## src/rtl/stopwatch_ctrl_pkg.sv

```systemverilog
// Shared definitions for the stopwatch front-panel controller: FSM state
// encodings, time-field widths and the time record carried between blocks.
package stopwatch_ctrl_pkg;

  localparam int HOURS_W   = 4;
  localparam int MINUTES_W = 6;
  localparam int SECONDS_W = 6;
  localparam int MS_W      = 10;

  localparam logic [2:0] ST_INIT  = 3'd0;
  localparam logic [2:0] ST_IDLE  = 3'd1;
  localparam logic [2:0] ST_RUN   = 3'd2;
  localparam logic [2:0] ST_LAP   = 3'd3;
  localparam logic [2:0] ST_PAUSE = 3'd4;

  typedef enum logic [2:0] {
    S_INIT  = ST_INIT,
    S_IDLE  = ST_IDLE,
    S_RUN   = ST_RUN,
    S_LAP   = ST_LAP,
    S_PAUSE = ST_PAUSE
  } state_t;

  typedef struct packed {
    logic [HOURS_W-1:0]   hours;
    logic [MINUTES_W-1:0] minutes;
    logic [SECONDS_W-1:0] seconds;
    logic [MS_W-1:0]      milliseconds;
  } time_t;

  // The counter runs in both the plain running state and while a lap is shown.
  function automatic logic runs_counter(input state_t s);
    return (s == S_RUN) || (s == S_LAP);
  endfunction

endpackage

```

## src/rtl/button_debouncer.sv

```systemverilog
// Two-flop synchroniser plus stable-sample counter for one raw button;
// emits a single-cycle press on each accepted rising level.
module button_debouncer #(
  parameter int unsigned DEBOUNCE_CYCLES = 20
) (
  input  logic clk,
  input  logic reset,
  input  logic raw,
  output logic press
);

  logic       sync_meta;
  logic       sync;
  logic       level;
  logic [7:0] count;
  logic       mismatch;
  logic       at_limit;

  assign mismatch = (sync != level);
  assign at_limit = (count == 8'(DEBOUNCE_CYCLES - 1));

  // Press is decoded from the sample that completes the stable run, so the
  // FSM consumes it on the same edge that flips the debounced level.
  assign press = mismatch && at_limit && sync;

  always_ff @(posedge clk or negedge reset) begin
    if (!reset) begin
      sync_meta <= 1'b0;
      sync      <= 1'b0;
      level     <= 1'b0;
      count     <= '0;
    end else begin
      // NOTE: non-blocking assignments let every flop sample pre-edge values,
      // which is what makes the two synchroniser stages a real 2-FF chain.
      sync_meta <= raw;
      sync      <= sync_meta;
      if (!mismatch) begin
        count <= '0;
      end else if (at_limit) begin
        count <= '0;
        level <= sync;
      end else begin
        count <= count + 8'd1;
      end
    end
  end

endmodule

```

## src/rtl/stopwatch_ctrl.sv

```systemverilog
// Stopwatch front panel: debounces the three buttons, runs the mode FSM,
// captures lap times and selects live or frozen time for the display.
module stopwatch_ctrl
  import stopwatch_ctrl_pkg::*;
#(
  parameter int unsigned DEBOUNCE_CYCLES = 20,
  parameter int unsigned LAP_MAX         = 15
) (
  input  logic                 clk,
  input  logic                 reset,
  input  logic                 btn_start_stop,
  input  logic                 btn_lap,
  input  logic                 btn_clear,
  input  logic [HOURS_W-1:0]   hours,
  input  logic [MINUTES_W-1:0] minutes,
  input  logic [SECONDS_W-1:0] seconds,
  input  logic [MS_W-1:0]      milliseconds,
  output logic                 start_signal,
  output logic                 counter_clear,
  output logic [HOURS_W-1:0]   disp_hours,
  output logic [MINUTES_W-1:0] disp_minutes,
  output logic [SECONDS_W-1:0] disp_seconds,
  output logic [MS_W-1:0]      disp_milliseconds,
  output logic [3:0]           lap_count,
  output logic                 lap_valid
);

  state_t state;
  state_t next_state;
  logic   press_ss;
  logic   press_lap;
  logic   press_clr;
  logic   lap_take;
  logic   clear_take;
  time_t  live;
  time_t  lap_time;
  time_t  shown;

  button_debouncer #(.DEBOUNCE_CYCLES(DEBOUNCE_CYCLES)) u_db_start_stop (
    .clk   (clk),
    .reset (reset),
    .raw   (btn_start_stop),
    .press (press_ss)
  );

  button_debouncer #(.DEBOUNCE_CYCLES(DEBOUNCE_CYCLES)) u_db_lap (
    .clk   (clk),
    .reset (reset),
    .raw   (btn_lap),
    .press (press_lap)
  );

  button_debouncer #(.DEBOUNCE_CYCLES(DEBOUNCE_CYCLES)) u_db_clear (
    .clk   (clk),
    .reset (reset),
    .raw   (btn_clear),
    .press (press_clr)
  );

  assign live = {hours, minutes, seconds, milliseconds};

  // Priority clear > start_stop > lap falls out of the if/else order; a
  // losing press is simply dropped.
  always_comb begin
    // NOTE: every output of this block gets a default first so no path can
    // leave it unassigned and infer a latch.
    next_state = state;
    lap_take   = 1'b0;
    clear_take = 1'b0;
    case (state)
      S_INIT: next_state = S_IDLE;
      S_IDLE: begin
        if (press_ss) next_state = S_RUN;
      end
      S_RUN, S_LAP: begin
        if (press_ss) begin
          next_state = S_PAUSE;
        end else if (press_lap) begin
          next_state = S_LAP;
          lap_take   = 1'b1;
        end
      end
      S_PAUSE: begin
        if (press_clr) begin
          next_state = S_IDLE;
          clear_take = 1'b1;
        end else if (press_ss) begin
          next_state = S_RUN;
        end
      end
      default: next_state = S_IDLE;
    endcase
  end

  always_ff @(posedge clk or negedge reset) begin
    if (!reset) begin
      state         <= S_INIT;
      start_signal  <= 1'b0;
      counter_clear <= 1'b0;
      lap_time      <= '0;
      lap_count     <= '0;
      lap_valid     <= 1'b0;
    end else begin
      state         <= next_state;
      start_signal  <= runs_counter(next_state);
      // Registered so the pulse stays low while reset is held and fires for
      // exactly the first cycle after release.
      counter_clear <= (state == S_INIT) || clear_take;
      if (clear_take) begin
        lap_time  <= '0;
        lap_count <= '0;
        lap_valid <= 1'b0;
      end else if (lap_take) begin
        lap_time  <= live;
        lap_valid <= 1'b1;
        if (lap_count != 4'(LAP_MAX)) lap_count <= lap_count + 4'd1;
      end
    end
  end

  assign shown             = (state == S_LAP) ? lap_time : live;
  assign disp_hours        = shown.hours;
  assign disp_minutes      = shown.minutes;
  assign disp_seconds      = shown.seconds;
  assign disp_milliseconds = shown.milliseconds;

endmodule

```

## config.mk

```make
export PLATFORM = sky130hd
export DESIGN_NAME = stopwatch_ctrl
export DESIGN_NICKNAME = d
export VERILOG_FILES = /design/src/rtl/stopwatch_ctrl_pkg.sv /design/src/rtl/button_debouncer.sv /design/src/rtl/stopwatch_ctrl.sv
export SDC_FILE = /design/constraint.sdc
export NUM_CORES = 1
export LEC_CHECK = 0
export BUFFER_PORTS_ARGS = -buffer_cell sky130_fd_sc_hd__buf_2
export CAP_MARGIN = 20
export CORE_ASPECT_RATIO = 0.6
export CORE_MARGIN = 4
export CORE_UTILIZATION = 53
export DETAILED_ROUTE_END_ITERATION = 8
export PLACE_DENSITY = 0.83
export SLEW_MARGIN = 40
export SYNTH_ARGS = -nofsm -noshare
export SYNTH_HDL_FRONTEND = slang
export SYNTH_SLANG_ARGS = --single-unit
export TNS_END_PERCENT = 1
```

## constraint.sdc

```tcl
create_clock -name clk -period 2.69 [get_ports clk]
set_input_delay 0.807 -clock clk [delete_from_list [all_inputs] [get_ports clk]]
set_output_delay 0.807 -clock clk [all_outputs]
set_load 0.02 [all_outputs]
```

### Word-level counts from Yosys, hierarchy flattened

Cells that the tools add are included.
W data, S select, Z words.

| storage, ports and cells | value |
|---|---|
| output and inout bits | 33 |
| logic and storage cells | 78 |
| input port bits | 31 |
| bits in registers | 69 |

| operators by class | value |
|---|---|
| $add $sub $neg | 4 |
| mux-type cells | 24 |
| reductions and logical operators | 16 |
| equal/unequal tests | 13 |

Operators with widths:

| operator | number |
|---|---|
| $mux W26 | 3 |
| $mux W8 | 6 |
| $add A8 B1 Y8 const B | 3 |
| $eq A8 B5 Y1 const B | 3 |
| $eq A3 B2 Y1 const B | 4 |
| $mux W3 | 4 |
| $mux W4 | 3 |
| $pmux W3 S3 | 1 |
| $reduce_and A2 Y1 | 4 |
| $mux W1 | 7 |
| $logic_and A1 B1 Y1 | 6 |
| $add A4 B1 Y4 const B | 1 |
| $ne A4 B4 Y1 const B | 1 |
| $reduce_bool A2 Y1 | 2 |
| $eq A3 B1 Y1 const B | 1 |
| $eq A3 B3 Y1 const B | 1 |
| $logic_not A3 Y1 | 1 |
| $ne A1 B1 Y1 | 3 |
| $logic_or A1 B1 Y1 | 2 |
| $reduce_or A2 Y1 | 1 |

### Logic depth before layout (Yosys ltp)

Gate-level depths: netlist of run 1.

| depth | value |
|---|---|
| depth after elaboration | 8 |
| mapped depth | 7 |
| depth with buffers taken out | 5 |

### Cells and area by module

A second synthesis of run 1 with hierarchy kept.

| unflattened totals | value |
|---|---|
| cell total of the unflattened synthesis | 267 |
| area, all modules | 3299.4 um^2 |

Modules (own cells, without submodules):

| module | instances | seq. area each (um^2) | cells an instance | area an instance (um^2) |
|---|---|---|---|---|
| stopwatch_ctrl | 1 | 900.9 | 132 | 1764.2 |
| button_debouncer | 3 | 275.3 | 45 | 511.7 |

### Worst setup path after synthesis of run 1

OpenSTA, ideal clock, no wires.

| timing path | value |
|---|---|
| kind | register -> output |
| from | register state[1] |
| to | output port disp_hours[0] |
| arrival time | 1.404 ns |
| slack | 0.479 ns |
| required time | 1.883 ns |
| buffers on the path | 1 |
| stages on the path, launching flop included | 5 |
| cells stage by stage | dfrtp_1 > nor2b_1 > nand2_1 > buf_2 > mux2_2 |

| on the way | value |
|---|---|
| cells in the longest elaborated chain, start to end | 2 |

Ends and longest elaborated chain:

| item | line | source |
|---|---|---|
| from (decl) | stopwatch_ctrl.sv:28 | `state_t state;` |
| from (signal assigned) | stopwatch_ctrl.sv:104 | `state <= next_state;` |
| $eq A3 B2 Y1 | stopwatch_ctrl.sv:121 | `assign shown = (state == S_LAP) ? lap_time : live;` |
| $mux W26 | stopwatch_ctrl.sv:121 |  |
| to (decl) | stopwatch_ctrl.sv:20 | `output logic [HOURS_W-1:0] disp_hours,` |

Every way passes these cells.

### Worst setup path in the final report of run 1

| timing path | value |
|---|---|
| from | register state[1] |
| to | output port disp_milliseconds[0] |

| on the way | value |
|---|---|
| cells in the longest elaborated chain, start to end | 2 |

Ends and longest elaborated chain:

| item | line | source |
|---|---|---|
| $eq A3 B2 Y1 | stopwatch_ctrl.sv:121 |  |
| $mux W26 | stopwatch_ctrl.sv:121 |  |
| to (decl) | stopwatch_ctrl.sv:23 | `output logic [MS_W-1:0] disp_milliseconds,` |

Every way passes these cells.

==> impl_metrics.env, run 1 <==
export IMPL_yosys_register_bits=69
export IMPL_drv_slew=0
export IMPL_p_seq_frac=0.550
export IMPL_fin_area_sq_um=3930
export IMPL_fmax_mhz=386
export IMPL_dpl_instance_area_sq_um=3760
export IMPL_synth_edff_count=0
export IMPL_first_iter_violations=152
export IMPL_leakagePower_nw=1.88
export IMPL_swShare=0.242
export IMPL_tightest_slew_ps=530
export IMPL_core_sq_um=6110
export IMPL_rsz0062_at_grt="no"
export IMPL_die_h_um=69.4
export IMPL_setup_violations=0
export IMPL_clock_sinks=69
export IMPL_fin_ws_ps=96.6
export IMPL_area_growth_pct=17.8
export IMPL_setup_tns_ps=0
export IMPL_grt_max_degree=49
export IMPL_n_antenna_cell=0
export IMPL_synth_warnings=0
export IMPL_die_width_um=110
export IMPL_powerDensity_nw_per_um2=494
export IMPL_cts_tree="yes"
export IMPL_cts_resized=0
export IMPL_worstPathRequired_ps=1880
export IMPL_hold_buffers=0
export IMPL_clkPwrFrac=0.375
export IMPL_seq_area_frac_synth=0.518
export IMPL_hp_class="flip-flop to flip-flop"
export IMPL_synth_top_flop_cell="dfrtp_1"
export IMPL_place_gp_congestion=0.854
export IMPL_outcome="completed"
export IMPL_viasPerCell=5.56
export IMPL_synth_area_sq_um=3330
export IMPL_p_int_mw=1.47
export IMPL_start_util=0.546
export IMPL_grtUsageTotal=0.193
export IMPL_synth_compound_area_frac=0.0795
export IMPL_cp_start_kind="flip-flop"
export IMPL_min_period_ps=2590
export IMPL_async_reset_ff_frac=1.00
export IMPL_worstSkewPairLatency_ps=340
export IMPL_grt_pass1_wl_um=12300
export IMPL_synth_cells=321
export IMPL_clockBufferDepth=2
export IMPL_grt_pass1_vias=2629
export IMPL_skew_ps=5.46
export IMPL_synth_top_family_by_area="simple AND/OR/NAND/NOR gates"
export IMPL_antenna_found_initial=0
export IMPL_fin_crit_sh=0.964
export IMPL_synth_distinct_cells=40
export IMPL_dpl_worst_slack_ps=475
export IMPL_postRouteAntennaNets=0
export IMPL_timing_hold_ws_ps=353
export IMPL_cts_root_buf="clkbuf_8"
export IMPL_die_area_sq_um=7670
export IMPL_arrival_ps=1790
export IMPL_cap_violations=0
export IMPL_io_pins=64
export IMPL_final_nets=423
export IMPL_reg2reg_depth=6
export IMPL_htreeDepth=3
export IMPL_switchingPower_mw=0.470
export IMPL_wirelength_um=7080
export IMPL_crit_type="flip-flop to output pin"
export IMPL_rows=22
export IMPL_vias=2650
export IMPL_peakVddDrop_mv=0.284
export IMPL_synth_xor_area_share=0.0552
export IMPL_finalPower_mw=1.94
export IMPL_drc_errors=0
export IMPL_cts_inserted_buffers=9
export IMPL_syn_area_per_cell_sq_um=10.4
export IMPL_wl_per_cell_um=14.8
export IMPL_hold_path_depth=0
export IMPL_slew_limit_headroom=0.646
export IMPL_path_clk_slew_ps=70
export IMPL_synthAdderAreaFrac=0.0150
export IMPL_dr_pass1_iters=4
export IMPL_power_frac_comb=0.074
export IMPL_synth_mux_area_frac=0.0979
export IMPL_cp_startpoint="state[1]$_DFF_PN0_"
export IMPL_worstPathMaxFanout=26
export IMPL_numPortBuffers=63
export IMPL_overflow=0
export IMPL_r2r_start="u_db_start_stop.count[0]$_DFF_PN0_"
export IMPL_synth_simple_area_share=0.210
export IMPL_holdCritStartpoint="u_db_clear.sync_meta$_DFF_PN0_"
export IMPL_cts_setup_buffers=0
export IMPL_end_kind="output pin"
export IMPL_syn_num_nets=356
export IMPL_place_hpwl_um=5130
export IMPL_hold_violations=0
export IMPL_drive_gt1_frac=0.303
==> cell type report <==
type	instances	area (sq um)
Fill cell	486	2180
Sequential cell	69	1730
Multi-Input combinational cell	235	1530
Timing Repair Buffer	69	385
Clock buffer	12	145
Tap cell	84	105
Clock inverter	4	23.8
Inverter	4	15.0
==> layer usage <==
layer	part of all wire	global-route usage	wire (um)	vias up
met5	0	0	0	-
met1	0.47	0.266	3350	1301
li1	-	-	-	1263
met2	0.46	0.293	3270	71
met3	0.050	0.0532	356	15
met4	0.016	0.0683	113	0
==> logic make-up after synthesis <==
family | Yosys count
adder cells (fa/ha/maj) | 4
buffers and inverters | 17
XOR/XNOR | 21
flip-flops | 69
multiplexers | 29
AO/OA/AOI/OAI | 46
AND/OR/NAND/NOR | 135
==> power by group through the flow <==
| stage | logic [mW] | clock network, mW | registers (mW) |
|---|---|---|---|
| 2_1_floorplan | 0.0709 | 0 | 1.08 |
| 3_3_place_gp | 0.143 | 0 | 1.09 |
| 3_5_place_dp | 0.146 | 0 | 1.09 |
| 4_1_cts | 0.147 | 0.751 | 1.07 |
| 5_1_grt | 0.162 | 0.814 | 1.07 |
| 6_report | 0.144 | 0.728 | 1.07 |
==> path summary, 6_finish.rpt <==
| kind | end | slack (ps) |
|---|---|---|
| setup / recovery | disp_milliseconds[0] | 100 |
| hold / removal | u_db_clear.sync$_DFF_PN0_ | 350 |
| setup reg to reg | lap_time[19]$_DFFE_PN0P_ | 620 |
| hold reg to reg | u_db_clear.sync$_DFF_PN0_ | 350 |
| max in group asynchronous | u_db_clear.sync_meta$_DFF_PN0_ | 1640 |
| min in group asynchronous | lap_time[8]$_DFFE_PN0P_ | 430 |
==> cell usage after synthesis, types with 5 or more instances <==
| cell | number | area [sq um] |
|---|---|---|
| o31ai_1 | 5 | 37.5 |
| o21ai_0 | 29 | 145 |
| nand3_1 | 36 | 180 |
| xor2_1 | 14 | 123 |
| xnor2_1 | 7 | 61.3 |
| mux2_2 | 29 | 327 |
| and2_1 | 7 | 43.8 |
| nand2_1 | 38 | 143 |
| nor2_1 | 22 | 82.6 |
| dfrtp_1 | 69 | 1730 |
| buf_2 | 7 | 35.0 |
| and3_1 | 8 | 50.1 |
==> state kept, by name, summed over array words and instances (netlist names) <==
name / count
lap_time: 26
u_db_clear.count: 8
u_db_lap.count: 8
u_db_start_stop.count: 8
lap_count: 4
state: 3
counter_clear: 1
lap_valid: 1
start_signal: 1
u_db_clear.level: 1
u_db_clear.sync: 1
u_db_clear.sync_meta: 1
u_db_lap.level: 1
u_db_lap.sync: 1
u_db_lap.sync_meta: 1
u_db_start_stop.level: 1
u_db_start_stop.sync: 1
u_db_start_stop.sync_meta: 1
==> through the flow <==
stage / instances / util
after global routing: 477 / 0.643
after detailed placement: 461 / 0.615
after CTS: 477 / 0.643
final: 477 / 0.643
after floorplan: 321 / -
after global placement: 461 / 0.615
==> placed cells by master, fill, tap and decap left out, types with 2 or more instances in the layout <==
master and instances:
clkbuf_8 10, buf_2 63, nor2b_1 4, xnor2_1 7
nor2_1 22, o31ai_1 5, and4bb_2 3, o21ai_0 29
nand4_1 4, and3_1 8, mux2_2 29, buf_4 4
dfrtp_1 69, xor2_1 14, a31oi_1 2, nand2_1 38
nand3_1 36, nor3_1 2, a21oi_1 4, clkbuf_1 2
buf_12 2, clkinv_2 3, inv_1 4, ha_1 4
and2_1 7
==> critical path: stages (launching register included) <==
cell and delay (ps):
dfrtp_1 450, nor2b_1 170, nand2_1 110, buf_12 190, mux2_2 360, buf_2 160
Note: power is estimated with default switching activity, not from simulation.
==> inputs of run 2 (changes only) <==
- clock period: 2.69 -> 2.8 ns (I/O delays scaled with it)
==> impl_metrics.env, run 2 (synthesis results as in run 1) <==
export IMPL_wirelength_um=7050
export IMPL_drc_errors=0
export IMPL_worstSkewPairLatency_ps=340
export IMPL_max_flop_register="lap_time"
export IMPL_grt_pass1_wl_um=12300
export IMPL_grt_busiest_layer="met2"
export IMPL_leakagePower_nw=1.91
export IMPL_rows=22
export IMPL_place_gp_congestion=0.859
export IMPL_viasPerCell=5.49
export IMPL_start_util=0.546
export IMPL_fmax_mhz=375
export IMPL_setup_violations=0
export IMPL_worstPathRequired_ps=1960
export IMPL_num_fill_cells=483
export IMPL_die_width_um=110
export IMPL_tightest_slew_ps=726
export IMPL_n_antenna_cell=0
export IMPL_cts_inserted_buffers=9
export IMPL_cap_violations=0
export IMPL_clockBufferDepth=2
export IMPL_grtUsageMet3=0.0715
export IMPL_area_growth_pct=19.8
export IMPL_setup_tns_ps=0
export IMPL_hold_violations=0
export IMPL_slew_limit_headroom=0.513
export IMPL_layout_cells_most_common_list="dfrtp_1, buf_2, nand2_1"
export IMPL_postRouteAntennaNets=0
export IMPL_grt_pass1_vias=2558
export IMPL_numPortBuffers=63
export IMPL_cts_resized=0
export IMPL_outcome="completed"
export IMPL_drv_slew=0
export IMPL_place_hpwl_um=4950
export IMPL_cp_start_kind="flip-flop"
export IMPL_wl_per_cell_um=14.7
export IMPL_path_clk_slew_ps=70
export IMPL_grtUsageTotal=0.196
export IMPL_worstPathMaxFanout=26
export IMPL_min_period_ps=2670
export IMPL_fin_ws_ps=130
export IMPL_die_h_um=69.4
export IMPL_rsz0062_at_grt="no"
export IMPL_cts_setup_buffers=0
export IMPL_peakVddDrop_mv=0.345
export IMPL_htreeDepth=3
export IMPL_clock_sinks=69
export IMPL_cts_tree="yes"
export IMPL_first_iter_violations=150
export IMPL_grt_max_degree=70
export IMPL_vias=2624
export IMPL_end_kind="output pin"
export IMPL_cts_root_buf="clkbuf_8"
export IMPL_final_common_cell="dfrtp_1"
export IMPL_grt_util_met1=0.271
export IMPL_core_sq_um=6110
export IMPL_final_nets=424
export IMPL_hold_buffers=0
export IMPL_powerDensity_nw_per_um2=531
export IMPL_largest_reg_flops=26
export IMPL_arrival_ps=1830
export IMPL_utilization=0.654
export IMPL_met2_usage=0.292
export IMPL_dr_pass1_iters=4
export IMPL_fin_crit_sh=0.953
export IMPL_skew_ps=11.5
export IMPL_antenna_found_initial=0
export IMPL_die_area_sq_um=7670
export IMPL_overflow=0
export IMPL_crit_type="flip-flop to output pin"
export IMPL_drive_gt1_frac=0.307
export IMPL_hp_class="flip-flop to flip-flop"
export IMPL_io_pins=64
export IMPL_dpl_worst_slack_ps=447
## run 2: cell count changes in the layout (fill, tap and decap cells not counted), sizes merged
cell | previous run | this run
clkinv | 4 | 2
clkbuf | 12 | 10
clkinvlp | 0 | 1
buf | 69 | 70
bufinv | 0 | 3
## run 2: worst max-delay path: stages, from the launching register on
cell and delay (ps):
dfrtp_1 440, nor2b_1 170, nand2_1 90, buf_6 250, mux2_2 370, buf_2 160
## run 2: layer usage
metal  share of wire  wire length (um)
met5               0                 0
met4           0.015               105
met3           0.057               404
met2            0.45              3150
met1            0.48              3390
## run 2: per-stage QoR
stage	total power [mW]	instance area, sq um	hold WS (ps)	cells
after detailed placement	1.18	3750	340	462
after global placement	1.18	3750	332	462
final	2.12	4000	352	478
after global routing	2.22	4000	375	478
after floorplan	1.11	3330	331	321
after CTS	2.15	3990	357	478
## run 2: where the power goes
part / leakage [nW] / switching, mW / internal (mW)
Sequential: 0.801 / 0.0141 / 1.01
Clock: 0.116 / 0.367 / 0.591
Combinational: 0.988 / 0.0812 / 0.0570
Total: 1.91 / 0.462 / 1.66
## run 2: worst paths after layout
| check | startpoint | end | slack (ps) | depth (start not counted) |
|---|---|---|---|---|
| worst max-delay path | state[1]$_DFF_PN0_ | disp_seconds[0] | 130 | 5 |
| worst max register to register | u_db_start_stop.count[0]$_DFF_PN0_ | lap_time[24]$_DFFE_PN0P_ | 530 | 6 |
| worst min-delay path | u_db_clear.sync_meta$_DFF_PN0_ | u_db_clear.sync$_DFF_PN0_ | 350 | 0 |
| worst min register to register | u_db_clear.sync_meta$_DFF_PN0_ | u_db_clear.sync$_DFF_PN0_ | 350 | 0 |
| max in group asynchronous | reset | u_db_clear.count[5]$_DFF_PN0_ | 1990 | 2 |
| min in group asynchronous | reset | lap_time[10]$_DFFE_PN0P_ | 500 | 2 |
## run 2: final cells by class
cell class              instances  area [sq um]  area share
flip-flops and latches         69          1730       0.432
multi-input cells             235          1530       0.382
repair buffers                 70           384      0.0961
clock buffers                  10           128      0.0319
clock inverters                 6           111      0.0279
well taps                      84           105      0.0263
inverters                       4          15.0     0.00376
==> inputs of run 3 (changes only) <==
- clock period: 2.8 -> 2.5 ns (I/O delays scaled with it)
==> impl_metrics.env, run 3 (synthesis results as in run 1) <==
export IMPL_antenna_found_initial=0
export IMPL_peakVddDrop_mv=0.325
export IMPL_place_hpwl_um=5080
export IMPL_htreeDepth=3
export IMPL_fin_crit_sh=0.986
export IMPL_hp_class="flip-flop to flip-flop"
export IMPL_path_clk_slew_ps=70
export IMPL_leakagePower_nw=1.95
export IMPL_cp_depth=5
export IMPL_grtUsageTotal=0.211
export IMPL_grt_max_degree=70
export IMPL_rr_endpoint="lap_count[1]$_DFFE_PN0P_"
export IMPL_io_pins=64
export IMPL_cts_inserted_buffers=9
export IMPL_max_stage_delay_ps=390
export IMPL_min_period_ps=2470
export IMPL_reg2reg_depth=5
export IMPL_outcome="completed"
export IMPL_die_h_um=69.4
export IMPL_powerDensity_nw_per_um2=543
export IMPL_end_kind="output pin"
export IMPL_slowest_stage="dfrtp_1"
export IMPL_drc_errors=0
export IMPL_cp_buffers_inverters=2
export IMPL_skew_ps=14.2
export IMPL_finalNonFillerCells=484
export IMPL_grt_pass1_wl_um=13000
export IMPL_largest_reg_flops=26
export IMPL_holdCritStartpoint="u_db_clear.sync_meta$_DFF_PN0_"
export IMPL_r2r_setup_slack_ps=470
export IMPL_core_sq_um=6110
export IMPL_final_nets=430
export IMPL_slew_limit_headroom=0.745
export IMPL_start_util=0.546
export IMPL_crit_type="flip-flop to output pin"
export IMPL_area_growth_pct=22.9
export IMPL_hold_buffers=0
export IMPL_cap_violations=0
export IMPL_place_gp_congestion=0.822
export IMPL_postRouteAntennaNets=0
export IMPL_cts_root_buf="clkbuf_8"
export IMPL_hold_violations=0
export IMPL_worstPathMaxFanout=6
export IMPL_clockBufferDepth=2
export IMPL_path_cells="nor2b_4, nand2_4, clkbuf_16, mux2_2, buf_2"
export IMPL_dp_cells=462
export IMPL_final_common_cell="dfrtp_1"
export IMPL_fmax_mhz=405
export IMPL_rows=22
export IMPL_viasPerCell=5.61
export IMPL_r2r_start="u_db_start_stop.count[0]$_DFF_PN0_"
export IMPL_numPortBuffers=63
export IMPL_wl_per_cell_um=16.8
export IMPL_drv_slew=0
export IMPL_first_iter_violations=213
export IMPL_critPathTopFamily="flip-flops"
export IMPL_vias=2715
export IMPL_cp_start_kind="flip-flop"
export IMPL_wirelength_um=8140
export IMPL_worstSkewPairLatency_ps=360
export IMPL_clock_sinks=69
export IMPL_n_antenna_cell=0
export IMPL_hold_path_depth=0
export IMPL_worstPathRequired_ps=1750
export IMPL_setup_violations=0
export IMPL_max_flop_register="lap_time"
export IMPL_dr_pass1_iters=4
export IMPL_die_area_sq_um=7670
export IMPL_layout_cells_most_common_list="dfrtp_1, buf_2, nand2_1"
export IMPL_grt_pass1_vias=2651
export IMPL_finalPower_mw=2.22
export IMPL_tightest_slew_ps=382
export IMPL_overflow=0
export IMPL_die_width_um=110
export IMPL_drive_gt1_frac=0.330
export IMPL_cts_tree="yes"
export IMPL_arrival_ps=1720
export IMPL_hold_path_end="u_db_clear.sync$_DFF_PN0_"
run 3: cell count changes in the layout (fill, tap and decap cells not counted), moves of 2 or more:
cell,before,now
bufinv_16,3,1
buf_12,1,3
dfrtp_1,69,67
dfrtp_2,0,2
buf_4,5,8
clkbuf_16,0,2
clkinvlp_4,1,3
run 3: worst max-delay path by stage:
stage	from	endpoint	slack [ps]
after floorplan	state[1]$_DFF_PN0_	disp_hours[0]	350
after global placement	state[1]$_DFF_PN0_	disp_milliseconds[1]	370
after detailed placement	state[1]$_DFF_PN0_	disp_seconds[2]	350
after CTS	state[1]$_DFF_PN0_	disp_hours[2]	10
after global routing	state[1]$_DFF_PN0_	disp_minutes[2]	-30
final	state[1]$_DFF_PN0_	disp_minutes[2]	30
run 3: through the flow:
stage	hold slack (ps)	worst slack, ps	cell area [sq um]	TNS (ps)	utilization
3_3_place_gp	334	370	3780	0	0.618
4_1_cts	351	11.7	4030	0	0.659
2_1_floorplan	331	346	3330	0	-
3_5_place_dp	335	349	3780	0	0.618
5_1_grt	361	-30.1	4100	-129	0.671
6_report	350	33.8	4100	0	0.671
run 3: report_power, final:
group | internal (mW) | switching, mW | leakage, nW
logic | 0.0649 | 0.0939 | 1.06
registers | 1.13 | 0.0156 | 0.800
clock network | 0.483 | 0.434 | 0.0943
run 3: final cells by class:
| class | instances | area, sq um |
|---|---|---|
| Fill cell | 481 | 2010 |
| Clock inverter | 6 | 62.6 |
| Multi-Input combinational cell | 235 | 1540 |
| Clock buffer | 10 | 138 |
| Inverter | 4 | 15.0 |
| Tap cell | 84 | 105 |
| Timing Repair Buffer | 76 | 508 |
| Sequential cell | 69 | 1730 |
run 3: what timing repair did:
action | in CTS | in global routing
gates resized for setup | 4 | 4
setup endpoints to repair | 26 | 26
gates cloned | 1 | 2
buffers inserted | 2 | 1
run 3: routing by layer:
metal	vias up	share of wire	track usage
met3	26	0.087	0.0837
met5	-	0	0
met2	111	0.46	0.306
met1	1301	0.43	0.289
li1	1277	-	-
met4	0	0.029	0.0697
